`config.mk`:
```
export PLATFORM = sky130hd
export DESIGN_NAME = span_filler_flat
export DESIGN_NICKNAME = d
export VERILOG_FILES = /design/src/rtl/span_filler_pkg.sv /design/src/rtl/span_filler_if.sv /design/src/rtl/span_filler_div.sv /design/src/rtl/span_filler.sv /design/src/flat_wrapper.sv
export SDC_FILE = /design/constraint.sdc
export NUM_CORES = 1
export LEC_CHECK = 0
export CAP_MARGIN = 20
export CORE_MARGIN = 3
export CORE_UTILIZATION = 30
export CTS_CLUSTER_SIZE = 12
export DETAILED_ROUTE_END_ITERATION = 10
export GPL_ROUTABILITY_DRIVEN = 0
export PLACE_DENSITY = 0.49
export SLEW_MARGIN = 20
export SYNTH_ARGS = -nofsm -noshare
export SYNTH_HDL_FRONTEND = slang
export SYNTH_HIERARCHICAL = 1
export SYNTH_SLANG_ARGS = --single-unit
```
`constraint.sdc`:
```
create_clock -name clk -period 5.2 [get_ports clk]
set_clock_uncertainty 0.05 [all_clocks]
set_input_delay 1.04 -clock clk [delete_from_list [all_inputs] [get_ports clk]]
set_output_delay 1.04 -clock clk [all_outputs]
set_load 0.005 [all_outputs]
```
`src/rtl/span_filler_pkg.sv`:
```
// zb_pkg: shared z-buffer span types, field widths and divider length
package zb_pkg;
  localparam int X_W = 8;
  localparam int Y_W = 8;
  localparam int Z_W = 8;
  localparam int FRAC_W = 8;
  localparam int DIV_CYCLES = 16;
  typedef struct packed {
    logic [X_W-1:0] x;
    logic [Y_W-1:0] y;
    logic [Z_W-1:0] z;
  } point_t;
  typedef enum logic [2:0] {S_IDLE, S_SETUP, S_DIV, S_READ, S_CMP, S_DONE} span_state_e;
endpackage

```
`src/rtl/span_filler_if.sv`:
```
// span_filler_if: span handshake plus z-buffer RAM bus; ZB_SPAN_STATS_EN adds pix_written/pix_rejected
interface span_filler_if;
  import zb_pkg::*;
  logic req_span;
  point_t point_a;
  point_t point_b;
  logic ack_span;
  logic err_row;
  logic busy;
  logic [X_W+Y_W-1:0] zb_addr;
  logic zb_rd_en;
  logic [Z_W-1:0] zb_rdata;
  logic zb_wr_en;
  logic [Z_W-1:0] zb_wdata;
`ifdef ZB_SPAN_STATS_EN
  logic [X_W:0] pix_written;
  logic [X_W:0] pix_rejected;
  modport master(output req_span, point_a, point_b, zb_rdata,
                 input ack_span, err_row, busy, zb_addr, zb_rd_en, zb_wr_en, zb_wdata, pix_written, pix_rejected);
  modport slave(input req_span, point_a, point_b, zb_rdata,
                output ack_span, err_row, busy, zb_addr, zb_rd_en, zb_wr_en, zb_wdata, pix_written, pix_rejected);
`else
  modport master(output req_span, point_a, point_b, zb_rdata,
                 input ack_span, err_row, busy, zb_addr, zb_rd_en, zb_wr_en, zb_wdata);
  modport slave(input req_span, point_a, point_b, zb_rdata,
                output ack_span, err_row, busy, zb_addr, zb_rd_en, zb_wr_en, zb_wdata);
`endif
endinterface

```
`src/rtl/span_filler_div.sv`:
```
// seq_div_u: multi-cycle unsigned restoring divider, one quotient bit per cycle
module seq_div_u #(
  parameter int N = 16,
  parameter int D = 8
) (
  input  logic         clk,
  input  logic         rst,
  input  logic         start,
  input  logic [N-1:0] dividend,
  input  logic [D-1:0] divisor,
  output logic         done,
  output logic [N-1:0] quotient
);
  localparam int CW = $clog2(N + 1);
  logic [D-1:0] dvs, rem;
  logic [D:0] trial;
  logic fits;
  logic [CW-1:0] cnt;
  assign trial = {rem, quotient[N-1]};
  assign fits = trial >= {1'b0, dvs};
  // done marks the final iteration; quotient is complete from the following cycle
  assign done = cnt == CW'(1);
  always_ff @(posedge clk)
    if (rst) begin
      cnt <= '0;
      rem <= '0;
      dvs <= '0;
      quotient <= '0;
    end else if (start) begin
      cnt <= CW'(N);
      rem <= '0;
      dvs <= divisor;
      quotient <= dividend;
    end else if (cnt != '0) begin
      cnt <= cnt - 1'b1;
      rem <= fits ? D'(trial - {1'b0, dvs}) : trial[D-1:0];
      quotient <= {quotient[N-2:0], fits};
    end
endmodule

```
`src/rtl/span_filler.sv`:
```
// span_filler: z-buffered horizontal span fill; ZB_SPAN_STATS_EN adds per-span write/reject counters
module span_filler
  import zb_pkg::*;
(
  input logic clk,
  input logic rst,
  span_filler_if.slave sif
);
  span_state_e state, nxt;
  point_t pa, pb, lp, rp;
  logic [X_W-1:0] x, x_end, dx;
  logic [Z_W-1:0] z_end, dz_abs, z_pix;
  logic [DIV_CYCLES-1:0] z_acc, slope;
  logic neg, err, swap, row_ok, dz_neg, last, closer, div_start, div_done;
  always_comb begin
    swap = pa.x > pb.x;
    lp = swap ? pb : pa;
    rp = swap ? pa : pb;
    dx = rp.x - lp.x;
    dz_neg = rp.z < lp.z;
    dz_abs = dz_neg ? lp.z - rp.z : rp.z - lp.z;
    row_ok = pa.y == pb.y;
    last = x == x_end;
    z_pix = last ? z_end : z_acc[FRAC_W+Z_W-1:FRAC_W];
    closer = z_pix < sif.zb_rdata;
  end
  seq_div_u #(.N(DIV_CYCLES), .D(X_W)) u_div (
    .clk(clk),
    .rst(rst),
    .start(div_start),
    .dividend({dz_abs, {FRAC_W{1'b0}}}),
    .divisor(dx),
    .done(div_done),
    .quotient(slope)
  );
  always_ff @(posedge clk)
    state <= rst ? S_IDLE : nxt;
  always_comb begin
    nxt = state;
    case (state)
      S_IDLE:  nxt = sif.req_span ? S_SETUP : S_IDLE;
      S_SETUP: nxt = !row_ok ? S_DONE : dx == '0 ? S_READ : S_DIV;
      S_DIV:   nxt = div_done ? S_READ : S_DIV;
      S_READ:  nxt = S_CMP;
      S_CMP:   nxt = last ? S_DONE : S_READ;
      default: nxt = S_IDLE;
    endcase
  end
  always_comb begin
    sif.busy = state != S_IDLE;
    sif.zb_rd_en = state == S_READ;
    sif.zb_wr_en = state == S_CMP && closer;
    sif.ack_span = state == S_DONE;
    sif.err_row = state == S_DONE && err;
    sif.zb_addr = (state == S_READ || state == S_CMP) ? {pa.y, x} : '0;
    sif.zb_wdata = state == S_CMP ? z_pix : '0;
    div_start = state == S_SETUP && row_ok && dx != '0;
  end
  always_ff @(posedge clk)
    if (rst) begin
      pa <= '0;
      pb <= '0;
      x <= '0;
      x_end <= '0;
      z_end <= '0;
      z_acc <= '0;
      neg <= 1'b0;
      err <= 1'b0;
    end else begin
      if (state == S_IDLE && sif.req_span) begin
        pa <= sif.point_a;
        pb <= sif.point_b;
      end
      if (state == S_SETUP) begin
        x <= lp.x;
        x_end <= rp.x;
        z_end <= rp.z;
        z_acc <= {lp.z, {FRAC_W{1'b0}}};
        neg <= dz_neg;
        err <= !row_ok;
      end
      // x halts at the right endpoint so x=255 never wraps into the row start
      if (state == S_CMP && !last) begin
        x <= x + 1'b1;
        z_acc <= neg ? z_acc - slope : z_acc + slope;
      end
    end
`ifdef ZB_SPAN_STATS_EN
  logic [X_W:0] n_wr, n_rej;
  assign sif.pix_written = n_wr;
  assign sif.pix_rejected = n_rej;
  always_ff @(posedge clk)
    if (rst || state == S_SETUP) begin
      n_wr <= '0;
      n_rej <= '0;
    end else if (state == S_CMP) begin
      n_wr <= n_wr + (X_W+1)'(closer);
      n_rej <= n_rej + (X_W+1)'(!closer);
    end
`endif
endmodule

```
`src/flat_wrapper.sv`:
```
// flat-port wrapper written by rule: the top's interface ports become plain ports
module span_filler_flat import zb_pkg::*;
  (clk, rst, sif_req_span, sif_point_a, sif_point_b, sif_zb_rdata, sif_ack_span, sif_err_row, sif_busy, sif_zb_addr, sif_zb_rd_en, sif_zb_wr_en, sif_zb_wdata);
  span_filler_if sif_i ();
  input logic clk;
  input logic rst;
  input wire logic [$bits(sif_i.req_span)-1:0] sif_req_span;
  input wire logic [$bits(sif_i.point_a)-1:0] sif_point_a;
  input wire logic [$bits(sif_i.point_b)-1:0] sif_point_b;
  input wire logic [$bits(sif_i.zb_rdata)-1:0] sif_zb_rdata;
  output wire logic [$bits(sif_i.ack_span)-1:0] sif_ack_span;
  output wire logic [$bits(sif_i.err_row)-1:0] sif_err_row;
  output wire logic [$bits(sif_i.busy)-1:0] sif_busy;
  output wire logic [$bits(sif_i.zb_addr)-1:0] sif_zb_addr;
  output wire logic [$bits(sif_i.zb_rd_en)-1:0] sif_zb_rd_en;
  output wire logic [$bits(sif_i.zb_wr_en)-1:0] sif_zb_wr_en;
  output wire logic [$bits(sif_i.zb_wdata)-1:0] sif_zb_wdata;
  assign sif_i.req_span = sif_req_span;
  assign sif_i.point_a = sif_point_a;
  assign sif_i.point_b = sif_point_b;
  assign sif_i.zb_rdata = sif_zb_rdata;
  assign sif_ack_span = sif_i.ack_span;
  assign sif_err_row = sif_i.err_row;
  assign sif_busy = sif_i.busy;
  assign sif_zb_addr = sif_i.zb_addr;
  assign sif_zb_rd_en = sif_i.zb_rd_en;
  assign sif_zb_wr_en = sif_i.zb_wr_en;
  assign sif_zb_wdata = sif_i.zb_wdata;
  span_filler u_core (.clk(clk), .rst(rst), .sif(sif_i));
endmodule
```
==> results of run 1 <==
==> worst register-to-register path, stage by stage, from the launching register on <==
cell     delay, ns
dfxtp_1       0.46
inv_1         0.10
ha_1          0.40
and2_2        0.22
o21ai_2       0.08
a21oi_4       0.38
or2_4         0.31
o22ai_1       0.15
and3_1        0.23
o31a_1        0.26
o21a_1        0.19
or3_1         0.34
and2_1        0.18
o31a_1        0.49
or2_2         0.45
nor3_1        0.16
nand3_1       0.10
nand3_1       0.12
==> path summary, 6_finish.rpt <==
| kind | from | end | slack (ns) |
|---|---|---|---|
| worst max register to register | u_core/pb[19] | u_core/u_div/rem[1] | 0.47 |
| worst min register to register | u_core/pb[10] | u_core/pb[10] | 0.42 |
| worst min-delay path | u_core/pb[10] | u_core/pb[10] | 0.42 |
| worst max-delay path | u_core/x[0] | sif_zb_wr_en | 0.35 |
==> cell families (layout without fill, tap and decap cells) <==
kind of cell / after synthesis / after routing / synth area share [%]
AOI/OAI and AO/OA: 328 / 328 / 23.2
xor gates and xnor gates: 60 / 60 / 5.79
adders and majority gates: 50 / 50 / 6.94
buffers and inverters: 130 / 184 / 5.66
DFF: 130 / 130 / 28.7
muxes: 24 / 24 / 2.77
other: 1 / 8 / 0.0413
and+or+nand+nor: 538 / 538 / 26.9
==> cell usage in the layout, fill, tap and decap left out, types with 9 or more instances in the layout <==
master,synthesis,layout
clkdlybuf4s50_1,0,86
mux2i_1,15,15
a21o_1,23,23
xnor2_1,45,45
nand2b_1,19,19
nor3_1,34,34
buf_4,1,13
nand2_1,249,249
ha_1,44,44
a311oi_1,18,18
nor2_1,110,108
dfxtp_1,130,130
o21ai_0,45,45
inv_1,52,52
nor2b_1,19,19
o211ai_1,10,10
nand3_1,28,28
xor2_1,15,15
a21oi_1,135,135
a31oi_1,22,22
or3_1,10,10
and2_1,22,21
mux2_2,9,9
clkbuf_16,0,17
==> state kept, by name (all words and copies together) (netlist names) <==
register and count:
u_core/pb 24, u_core/x_end 8, u_core/u_div/dvs 8, u_core/u_div/quotient 16, u_core/pa 24, u_core/neg 1, u_core/state 3, u_core/u_div/cnt 5
u_core/z_end 8, u_core/u_div/rem 8, u_core/z_acc 16, u_core/x 8, u_core/err 1
==> power by group through the flow <==
| stage | clock, uW | sequential [uW] | combinational [uW] |
|---|---|---|---|
| detailed placement | 0 | 1690 | 5440 |
| global placement | 0 | 1690 | 5430 |
| floorplan | 0 | 1520 | 4310 |
| global route | 1310 | 1730 | 6110 |
| finish | 1230 | 1670 | 5450 |
| CTS | 1270 | 1670 | 5470 |
==> cell usage after synthesis, types with 10 or more instances <==
library cell and count:
a21o_1 23, nand2b_1 19, o211ai_1 10, a21oi_1 135, xnor2_1 45, nor2b_1 19, a311oi_1 18, a31oi_1 22
nor2_1 110, o21ai_0 45, dfxtp_1 130, nor3_1 34, or3_1 10, and2_1 22, nand3_1 28, inv_1 52
mux2i_1 15, nand2_1 249, ha_1 44, xor2_1 15, clkbuf_1 63
==> metal layers <==
| layer | routed length [um] | vias to the layer above | track usage, % |
|---|---|---|---|
| met2 | 12500 | 154 | 26.7 |
| li1 | - | 4464 | - |
| met5 | 0 | - | 0 |
| met3 | 873 | 24 | 2.89 |
| met1 | 13300 | 4064 | 22.7 |
| met4 | 424 | 0 | 4.18 |
==> per-stage QoR <==
stage | area [um2] | util, % | hold WS (ns)
global placement | 10200 | 34.5 | 0.407
global route | 10800 | 36.5 | 0.443
detailed placement | 10200 | 34.5 | 0.411
finish | 10800 | 36.5 | 0.419
CTS | 10800 | 36.5 | 0.421
floorplan | 9110 | - | 0.398
==> repair_timing <==
item / 4_1_cts / 5_1_grt
resized for setup: 0 / 2
endpoints found under the hold margin: 0 / 0
endpoints found under the setup margin: 0 / 4
setup buffers: 0 / 0
==> area by class of cell <==
| type | instances | area (um2) | area share, % |
|---|---|---|---|
| clock inverters | 14 | 151 | 1.40 |
| repair buffers | 99 | 958 | 8.84 |
| clock buffers | 18 | 439 | 4.05 |
| flip-flops and latches | 130 | 2600 | 24.0 |
| well taps | 390 | 488 | 4.50 |
| multi-input cells | 1008 | 6000 | 55.4 |
| inverters | 53 | 199 | 1.83 |
==> flow_summary.ini, run 1 <==
[clock_tree]
htree_levels = 4
clock_path_buffers = 2
cts_tree = built
root_buffer = clkbuf_16
cts.sinks = 130
clk_pin_slew_ns = 0.06
clock_latency_ns = 0.42
cts_buffers = 17
ctsHoldBuffers = 0

[timing]
finalCriticalPeriod_ns = 4.85
slew_viol_final = 0
setup-tns-final_ns = 0
max_slew.worst_pin.slew_ns = 0.953
setup_viol = 0
slew-limit-headroom_pct = 36.3
finalCritPeriodShare_pct = 93.3
hold_violations = 0
rsz0062_at_grt = false
layout_setup_ws_ns = 0.350
max_freq_ghz = 0.206

[placement]
port_buffers = 87
hpwl_um = 19600
dp_cells = 1680
preCtsSetupSlack_ns = 0.478

[yosys]
synth.distinct_cells = 84
syn_avg_cell_area_um2 = 7.20
syn-instance-count = 1261
synth_top_area_share_pct = 28.7
ys_ff_latch = 130
synthTopCellsByArea = dfxtp_1 (29%), nand2_1 (10%), a21oi_1 (7.4%)
async_flop_share_pct = 0
synth_top_cell_by_area = dfxtp_1
synthFlopType = dfxtp_1
synth_edf_count = 0
yosysSeqAreaShare_pct = 28.7
yosysWarnings = 6
netlist_area_um2 = 9080

[critical_path]
critPathBufInv = 2
path_class = flop to output pin
worstPathArrival_ns = 3.76
cp_top_family = buffers and inverters
crit_required_ns = 4.11
end_kind = output pin
rr_worst_depth = 17
cpMaxStageDelayCell = clkdlybuf4s50_1
critPathMaxFanout = 11
crit_path_start_kind = flop
crit_cells = 10
cpMostUsedCell = a21o_1
cpPeakStageDelay_ns = 0.58
worstPathCellList = xnor2_1 -> nand4_1 -> nor2_1 -> buf_4 -> mux2_2 -> ha_1 -> a21o_1 -> a21o_1 -> a2111oi_1 -> clkdlybuf4s50_1

[finish]
antenna_cells = 0
fin_nets = 1414
drive_gt1_share_pct = 6.35
nFillCells = 3136
area_growth_pct = 19.4
instances_no_fill = 1712

[power_and_ir_drop]
internal_power_uw = 4220
netSwitchingFraction_pct = 49.5
power_uw = 8350
power_per_cell_area_nw_per_um2 = 771
p_sw_uw = 4130
seq_power_share_pct = 20.0
peakVddDrop_mv = 0.271
power_frac_comb_pct = 65.3
clkPwrFrac_pct = 14.7
p_leak_uw = 0.00395

[global_route]
grt_pass1_wl_um = 44200
grt_max_degree = 62
grt_overflow_total = 0
grt_use_total_pct = 16.5
antenna_found_initial = 0
grt_pass1_vias = 8234

[floorplan]
dieHeight_um = 180
rows = 63
io_pins = 88
dieArea_um2 = 32400
die_w_um = 180
core_area_um2 = 29700
initial_core_util_pct = 30.6

[outcome]
status = completed

[detailed_routing]
first_pass_iters = 5
via_count = 8706
wirelength_um = 27100
viasPerCell = 5.09
drt_iter0_markers = 545
drt-wirelength-per-cell_um = 15.8
drtAntennaViolNets = 0
drc = 0

[worst_hold_path]
whs_path_depth = 2
hold_class = flop to flop

[job]
drv_cap = 0
No activity file was read; power rests on OpenSTA's default activity.
==> run 2: changes to the inputs <==
CAP_MARGIN = 10   (was 20)
==> results of run 2 <==
No change in the layout: final DEF, timing and power equal those of run 1.
